[src/rtl/bf_core_pipelined_io.sv]
// Tape-machine core with 3-bit opcodes, a hardware loop stack, a forward-skip scanner
// and valid/ready byte streams. ROM and RAM are synchronous with one cycle of read latency.
module bf_core_pipelined_io #(
  parameter int DATA_WIDTH = 8,
  parameter int TAPE_AW    = 16,
  parameter int PC_WIDTH   = 16,
  parameter int LOOP_DEPTH = 16
) (
  input  logic                  clock,
  input  logic                  reset_n,
  input  logic                  start,
  input  logic [PC_WIDTH-1:0]   prog_len,
  output logic [PC_WIDTH-1:0]   pmem_addr,
  input  logic [2:0]            pmem_data_read,
  output logic [TAPE_AW-1:0]    tape_addr,
  input  logic [DATA_WIDTH-1:0] tape_data_read,
  output logic                  tape_we,
  output logic [DATA_WIDTH-1:0] tape_data_write,
  input  logic                  in_valid,
  input  logic [DATA_WIDTH-1:0] in_data,
  output logic                  in_ready,
  output logic                  out_valid,
  input  logic                  out_ready,
  output logic [DATA_WIDTH-1:0] out_data,
  output logic                  halted,
  output logic                  error,
  output logic [1:0]            err_code
);

  localparam int SPW = $clog2(LOOP_DEPTH) + 1;

  localparam logic [2:0] OP_INC   = 3'd0;
  localparam logic [2:0] OP_DEC   = 3'd1;
  localparam logic [2:0] OP_INCSP = 3'd2;
  localparam logic [2:0] OP_DECSP = 3'd3;
  localparam logic [2:0] OP_OPEN  = 3'd4;
  localparam logic [2:0] OP_CLOSE = 3'd5;
  localparam logic [2:0] OP_CIN   = 3'd6;
  localparam logic [2:0] OP_COUT  = 3'd7;

  typedef enum logic [3:0] {
    S_IDLE, S_FETCH, S_EXEC, S_SKIP_F, S_SKIP_C, S_IN_WAIT, S_OUT_WAIT, S_HALT, S_ERROR
  } state_t;

  state_t                state;
  logic [PC_WIDTH-1:0]   pc;
  logic [PC_WIDTH-1:0]   depth;
  logic [PC_WIDTH-1:0]   depth_next;
  logic [TAPE_AW-1:0]    sp;
  logic [SPW-1:0]        stk_ptr;
  logic [SPW-2:0]        top_idx;
  logic [PC_WIDTH-1:0]   stack [LOOP_DEPTH];
  logic [DATA_WIDTH-1:0] out_data_q;
  logic [1:0]            err_q;
  logic                  cell_zero;
  logic                  stk_full;
  logic                  stk_empty;
  logic                  push;

  assign pmem_addr = pc;
  assign tape_addr = sp;
  assign out_data  = out_data_q;
  assign err_code  = err_q;
  assign in_ready  = (state == S_IN_WAIT);
  assign out_valid = (state == S_OUT_WAIT);
  assign halted    = (state == S_HALT);
  assign error     = (state == S_ERROR);

  assign cell_zero = (tape_data_read == '0);
  assign stk_full  = (stk_ptr == SPW'(LOOP_DEPTH));
  assign stk_empty = (stk_ptr == '0);
  assign top_idx   = stk_ptr[SPW-2:0] - 1'b1;
  assign push      = (state == S_EXEC) && (pmem_data_read == OP_OPEN) && !cell_zero && !stk_full;

  always_comb begin
    tape_we         = 1'b0;
    tape_data_write = tape_data_read;
    if (state == S_EXEC && pmem_data_read == OP_INC) begin
      tape_we         = 1'b1;
      tape_data_write = tape_data_read + 1'b1;
    end else if (state == S_EXEC && pmem_data_read == OP_DEC) begin
      tape_we         = 1'b1;
      tape_data_write = tape_data_read - 1'b1;
    end else if (state == S_IN_WAIT && in_valid) begin
      tape_we         = 1'b1;
      tape_data_write = in_data;
    end
  end

  // Skip scanner counts bracket nesting only; the loop stack is left alone while skipping.
  always_comb begin
    depth_next = depth;
    if (pmem_data_read == OP_OPEN)       depth_next = depth + 1'b1;
    else if (pmem_data_read == OP_CLOSE) depth_next = depth - 1'b1;
  end

  always_ff @(posedge clock) begin
    if (push) stack[stk_ptr[SPW-2:0]] <= pc + 1'b1;
  end

  always_ff @(posedge clock or negedge reset_n) begin
    if (!reset_n) begin
      state      <= S_IDLE;
      pc         <= '0;
      sp         <= '0;
      stk_ptr    <= '0;
      depth      <= '0;
      out_data_q <= '0;
      err_q      <= 2'd0;
    end else begin
      case (state)
        S_IDLE:  if (start) state <= S_FETCH;
        S_FETCH: state <= (pc == prog_len) ? S_HALT : S_EXEC;
        S_EXEC: begin
          state <= S_FETCH;
          case (pmem_data_read)
            OP_INC, OP_DEC: pc <= pc + 1'b1;
            OP_INCSP: begin
              sp <= sp + 1'b1;
              pc <= pc + 1'b1;
            end
            OP_DECSP: begin
              sp <= sp - 1'b1;
              pc <= pc + 1'b1;
            end
            OP_OPEN: begin
              if (cell_zero) begin
                depth <= PC_WIDTH'(1);
                pc    <= pc + 1'b1;
                state <= S_SKIP_F;
              end else if (stk_full) begin
                err_q <= 2'd1;
                state <= S_ERROR;
              end else begin
                stk_ptr <= stk_ptr + 1'b1;
                pc      <= pc + 1'b1;
              end
            end
            OP_CLOSE: begin
              if (stk_empty) begin
                err_q <= 2'd2;
                state <= S_ERROR;
              end else if (!cell_zero) begin
                pc <= stack[top_idx];
              end else begin
                stk_ptr <= stk_ptr - 1'b1;
                pc      <= pc + 1'b1;
              end
            end
            OP_CIN: state <= S_IN_WAIT;
            OP_COUT: begin
              out_data_q <= tape_data_read;
              state      <= S_OUT_WAIT;
            end
            default: state <= S_FETCH;
          endcase
        end
        S_SKIP_F: begin
          if (pc == prog_len) begin
            err_q <= 2'd3;
            state <= S_ERROR;
          end else begin
            state <= S_SKIP_C;
          end
        end
        S_SKIP_C: begin
          depth <= depth_next;
          pc    <= pc + 1'b1;
          state <= (depth_next == '0) ? S_FETCH : S_SKIP_F;
        end
        S_IN_WAIT: begin
          if (in_valid) begin
            pc    <= pc + 1'b1;
            state <= S_FETCH;
          end
        end
        S_OUT_WAIT: begin
          if (out_ready) begin
            pc    <= pc + 1'b1;
            state <= S_FETCH;
          end
        end
        S_HALT:  state <= S_HALT;
        S_ERROR: state <= S_ERROR;
        default: state <= S_IDLE;
      endcase
    end
  end

endmodule

[config.mk]
export PLATFORM = sky130hd
export DESIGN_NAME = bf_core_pipelined_io
export DESIGN_NICKNAME = d
export VERILOG_FILES = /design/src/rtl/bf_core_pipelined_io.sv
export SDC_FILE = /design/constraint.sdc
export NUM_CORES = 1
export LEC_CHECK = 0
export ABC_AREA = 1
export CAP_MARGIN = 10
export CORE_MARGIN = 8
export CORE_UTILIZATION = 35
export DETAILED_ROUTE_END_ITERATION = 7
export GPL_TIMING_DRIVEN = 0
export SYNTH_ARGS = -nofsm -noshare
export SYNTH_HDL_FRONTEND = slang
export SYNTH_SLANG_ARGS = --single-unit
[constraint.sdc]
create_clock -name clock -period 6.2 [get_ports clock]
set_input_delay 1.24 -clock clock [delete_from_list [all_inputs] [get_ports clock]]
set_output_delay 1.24 -clock clock [all_outputs]
set_load 0.01 [all_outputs]
==> results.txt <==
95 I/O pins were placed. The tools report the clock share of power as 22.0%. The commonest non-fill, non-tap cell in the layout was sky130_fd_sc_hd__nor2_1. TritonCTS built the clock tree.

The number of remaining DRC errors was 0; the chip height was 227 um. The maximum buffer depth of the clock tree was 3. In this run, the number of DRC markers left after iteration 0 of detailed routing was 1028. The number of synthesized flops with an enable pin is 256, and the count of different cell masters after synthesis is 51.

Setup repair after global routing left no endpoint under its margin. Summing the sequential cell areas from Yosys gives 60.2% of the chip area. In the final layout, the multi-input gates occupy 5570 sq um. For the number of hold violations in the final report, the log shows 0. At the pin with the least slew margin, the transition time is 1.07 ns. VDD sags by at most 0.314 mV. For the number of global-route vias before repair, the log shows 11700.

The count of nets left with antenna violations once routing finished came out at 0. The tightest min-delay check is of the reg2reg type. For the post-layout worst setup margin, the log shows 1.43 ns. The quantity of gates resized following cts came out at 0. The clock-pin slew on the worst setup and hold paths was 0.06 ns. The critical path goes through clkdlybuf4s50_1 -> nor3_4 -> inv_1 -> nor2_2 -> o21ai_0 -> nand3_1 -> clkdlybuf4s50_1.

The tools report the number of fill cells as 4217. After synthesis, the share of flip-flops with an asynchronous set or reset is 20.7%. The final period demand of the worst path is 4.77 ns, and the netlist area before placement is 15600 sq um. In this run the power spent charging and discharging nets is 0.00394 W. The total length of routed wires is 47400 um, and the area of the placeable core is 44000 sq um. Data on the critical path is required at its endpoint by 4.96 ns. The final critical path takes up 77.0% of the cycle. In this run the worst path has a maximum fanout of 8. The growth of design area from synthesis to finish was 20.8%. The top cell types in the final layout, fill and taps aside, are sky130_fd_sc_hd__nor2_1, sky130_fd_sc_hd__edfxtp_1, sky130_fd_sc_hd__o21ai_0, sky130_fd_sc_hd__nand2_1, sky130_fd_sc_hd__inv_1.

The sequential cells in the finished layout cover a total of 9360 sq um. Setup total negative slack on the finished layout was measured at 0 ns. The synthesized design contains 323 register bits.

For the met1 usage in global routing, the log shows 24.4%. The critical path is of the in2out type. The tools report the area of the die as 51500 sq um. The worst slew margin relative to its limit was 28.4%. Dividing the detail-routed wire length by the instance count gives 20.4 um. For the sequential group share of total power, the log shows 33.3%. The internal power component came out at 0.00531 W. The most numerous cell type found on the critical path is sky130_fd_sc_hd__clkdlybuf4s50_1. The run gives 0 as the number of post-CTS setup repair buffers. Static timing analysis puts the maximum clock frequency at 209 MHz.

The synthesis warning total was 0; the number of H-tree branching levels was 2. The average size of a mapped cell was 10.1 sq um. Global routing consumed, on the met2 layer, 29.8% of the routing resources.

The flow ran to the end, and the final reports show no timing, DRC or antenna violations. The cell with the largest stage delay on the worst path was sky130_fd_sc_hd__clkdlybuf4s50_1. Initial standard-cell utilization of the core: 35.3%. The layer with the highest usage is met2.

The tools report the type of origin of the critical path as a primary input. The first global-routing pass estimated 71600 um of wire. The initialized floorplan defines 77 standard-cell rows. Measured along the x axis, the die boundary spans 227 um. For the final database, setup skew stands at 0.0195 ns. The synthesized netlist cell count was 1546. Final count of pins violating max slew: 0. The tools report the number of maximum-capacitance violations as 0. The root buffer cell chosen for the clock tree is sky130_fd_sc_hd__clkbuf_16.

Global routing used 2.68% of the available met3 tracks. The overall routing resource usage was 18.2%; the number of nets in the final layout was 1768. Once detailed placement completed, the half-perimeter wirelength came to 34100 um. The areal power density over the cells is 492 nW/um^2. Of the total power, combinational logic draws 44.7%. The worst path arrival time is 3.53 ns. Before antenna repair, the detailed router went through 5 iterations. The tools report the critical path endpoint category as a primary output. OpenSTA, run right after detailed placement, puts the worst setup slack at 1.43 ns. The weighted congestion at the end of routability-driven global placement was 0.884; the total leakage power was 6.97 nW. Clock tree synthesis inserted a total of 36 buffers.

Port buffering added 92 buffers. Net switching is 42.6% of the power. The tools report the final setup violation count as 0. After clock tree synthesis, the flow added hold-fix buffers numbering 0. After global routing the overflow that remains totals 0. Among all flip-flop cells after synthesis, the most frequent one is sky130_fd_sc_hd__edfxtp_1. The synthesized netlist net count is 1614, and the share of final-layout standard cells stronger than drive strength 1 is 9.67%. The clock latency on the worst-skew pair was 0.52 ns.

The mean number of vias per cell was 5.26. The logs give 0 for the antenna cell count and 0 for the number of antenna violations at the first check in global routing. The maximum cell stage delay along the critical path works out to 0.57 ns. The final route contains 12200 vias. Clock tree synthesis found a total of 323 sinks. Entering global routing, the biggest net connects 61 pins.
state kept, by name, indices dropped and copies added (netlist names):
signal and cells:
depth 16, err_code 2, out_data 8, pmem_addr 16
stack 256, state 4, stk_ptr 5, tape_addr 16
power groups by stage:
stage,combinational (W),sequential (W),clock [W]
6_report,0.00414,0.00309,0.00203
5_1_grt,0.00451,0.00312,0.00215
4_1_cts,0.00410,0.00308,0.00206
3_5_place_dp,0.00408,0.00312,0
3_3_place_gp,0.00400,0.00313,0
2_1_floorplan,0.00242,0.00307,0
cell families (layout without fill, tap and decap cells):
family          count (synthesis)  count (layout)  share of synthesized area (%)
buf+inv                       170             351                           4.61
mux                             5               5                          0.322
simple gates                  600             600                           16.2
compound gates                368             368                           13.3
fa+ha+maj                      28              28                           2.35
flops                         323             323                           60.2
xor+xnor                       52              52                           3.02
worst max-delay path: cells and delay by family:
kind	cells	cell delay, ns
AO/OA/AOI/OAI	1	0.16
buffers and inverters	3	1.27
AND/OR/NAND/NOR	3	0.85
final cells by class:
class | instances | area share [%]
tap | 592 | 3.94
buffer | 64 | 1.69
timing repair buffer | 116 | 6.88
clock inverter | 13 | 0.532
clock buffer | 52 | 5.38
inverter | 106 | 2.13
multi-input combinational | 1053 | 29.6
sequential | 323 | 49.8
per-layer routing:
layer	part of all wire, %	vias up	routed length (um)
met4	3.3	0	1560
li1	-	5720	-
met3	7.5	95	3530
met5	0	-	0
met2	47	472	22200
met1	42	5916	20100
Yosys cell counts, types with 2 or more instances:
library cell | n | share of area, %
sky130_fd_sc_hd__nor2_4 | 4 | 0.29
sky130_fd_sc_hd__o21ai_1 | 8 | 0.26
sky130_fd_sc_hd__nand3_2 | 3 | 0.19
sky130_fd_sc_hd__o21ai_0 | 239 | 7.7
sky130_fd_sc_hd__nand3_1 | 57 | 1.8
sky130_fd_sc_hd__o211ai_1 | 39 | 1.9
sky130_fd_sc_hd__a21oi_1 | 32 | 1.0
sky130_fd_sc_hd__nand2_4 | 2 | 0.14
sky130_fd_sc_hd__inv_2 | 9 | 0.22
sky130_fd_sc_hd__nor2_2 | 5 | 0.20
sky130_fd_sc_hd__mux2i_1 | 5 | 0.32
sky130_fd_sc_hd__xnor2_1 | 22 | 1.2
sky130_fd_sc_hd__buf_6 | 2 | 0.14
sky130_fd_sc_hd__buf_1 | 3 | 0.072
sky130_fd_sc_hd__a22oi_1 | 3 | 0.14
sky130_fd_sc_hd__nand2_1 | 209 | 5.0
sky130_fd_sc_hd__nor4_1 | 3 | 0.12
sky130_fd_sc_hd__buf_2 | 20 | 0.64
sky130_fd_sc_hd__fa_1 | 2 | 0.26
sky130_fd_sc_hd__edfxtp_1 | 256 | 49
sky130_fd_sc_hd__nor3_4 | 2 | 0.21
sky130_fd_sc_hd__buf_4 | 10 | 0.48
sky130_fd_sc_hd__inv_1 | 96 | 2.3
sky130_fd_sc_hd__o31ai_1 | 3 | 0.14
sky130_fd_sc_hd__clkbuf_1 | 29 | 0.70
sky130_fd_sc_hd__nand4_1 | 15 | 0.60
sky130_fd_sc_hd__o32ai_1 | 6 | 0.34
sky130_fd_sc_hd__o2111ai_1 | 4 | 0.23
sky130_fd_sc_hd__ha_1 | 26 | 2.1
sky130_fd_sc_hd__a21o_1 | 3 | 0.14
sky130_fd_sc_hd__a31oi_2 | 2 | 0.16
sky130_fd_sc_hd__dfrtp_1 | 67 | 11
sky130_fd_sc_hd__a21boi_0 | 2 | 0.096
sky130_fd_sc_hd__nor2_1 | 281 | 6.8
sky130_fd_sc_hd__o21ai_2 | 2 | 0.11
sky130_fd_sc_hd__nor3_2 | 3 | 0.19
sky130_fd_sc_hd__o22ai_1 | 21 | 0.84
sky130_fd_sc_hd__nor3_1 | 11 | 0.35
sky130_fd_sc_hd__xor2_1 | 28 | 1.6
worst paths after layout:
check / from / slack, ns / endpoint / depth (start not counted)
max in group asynchronous: reset_n / 5.08 / out_data[5] / 2
worst min-delay path: stk_ptr[4] / 0.49 / stk_ptr[4] / 1
min in group asynchronous: reset_n / 0.54 / tape_addr[11] / 1
worst max register to register: stk_ptr[0] / 2.43 / pmem_addr[0] / 14
worst max-delay path: pmem_data_read[1] / 1.43 / tape_data_write[6] / 7
worst min register to register: stk_ptr[4] / 0.49 / stk_ptr[4] / 1
per-stage QoR:
stage                     util, %  hold slack, ns  power (W)  cells  cell area (sq um)
after floorplan                 -           0.455    0.00549   1546              15600
after global placement       39.1           0.471    0.00713   2230              17200
after detailed placement     40.1           0.479    0.00721   2252              17700
after CTS                    42.6           0.489    0.00925   2317              18800
after global routing         42.7           0.507    0.00977   2319              18800
final                        42.7           0.492    0.00926   2319              18800
(Power assumes the default switching activity.)
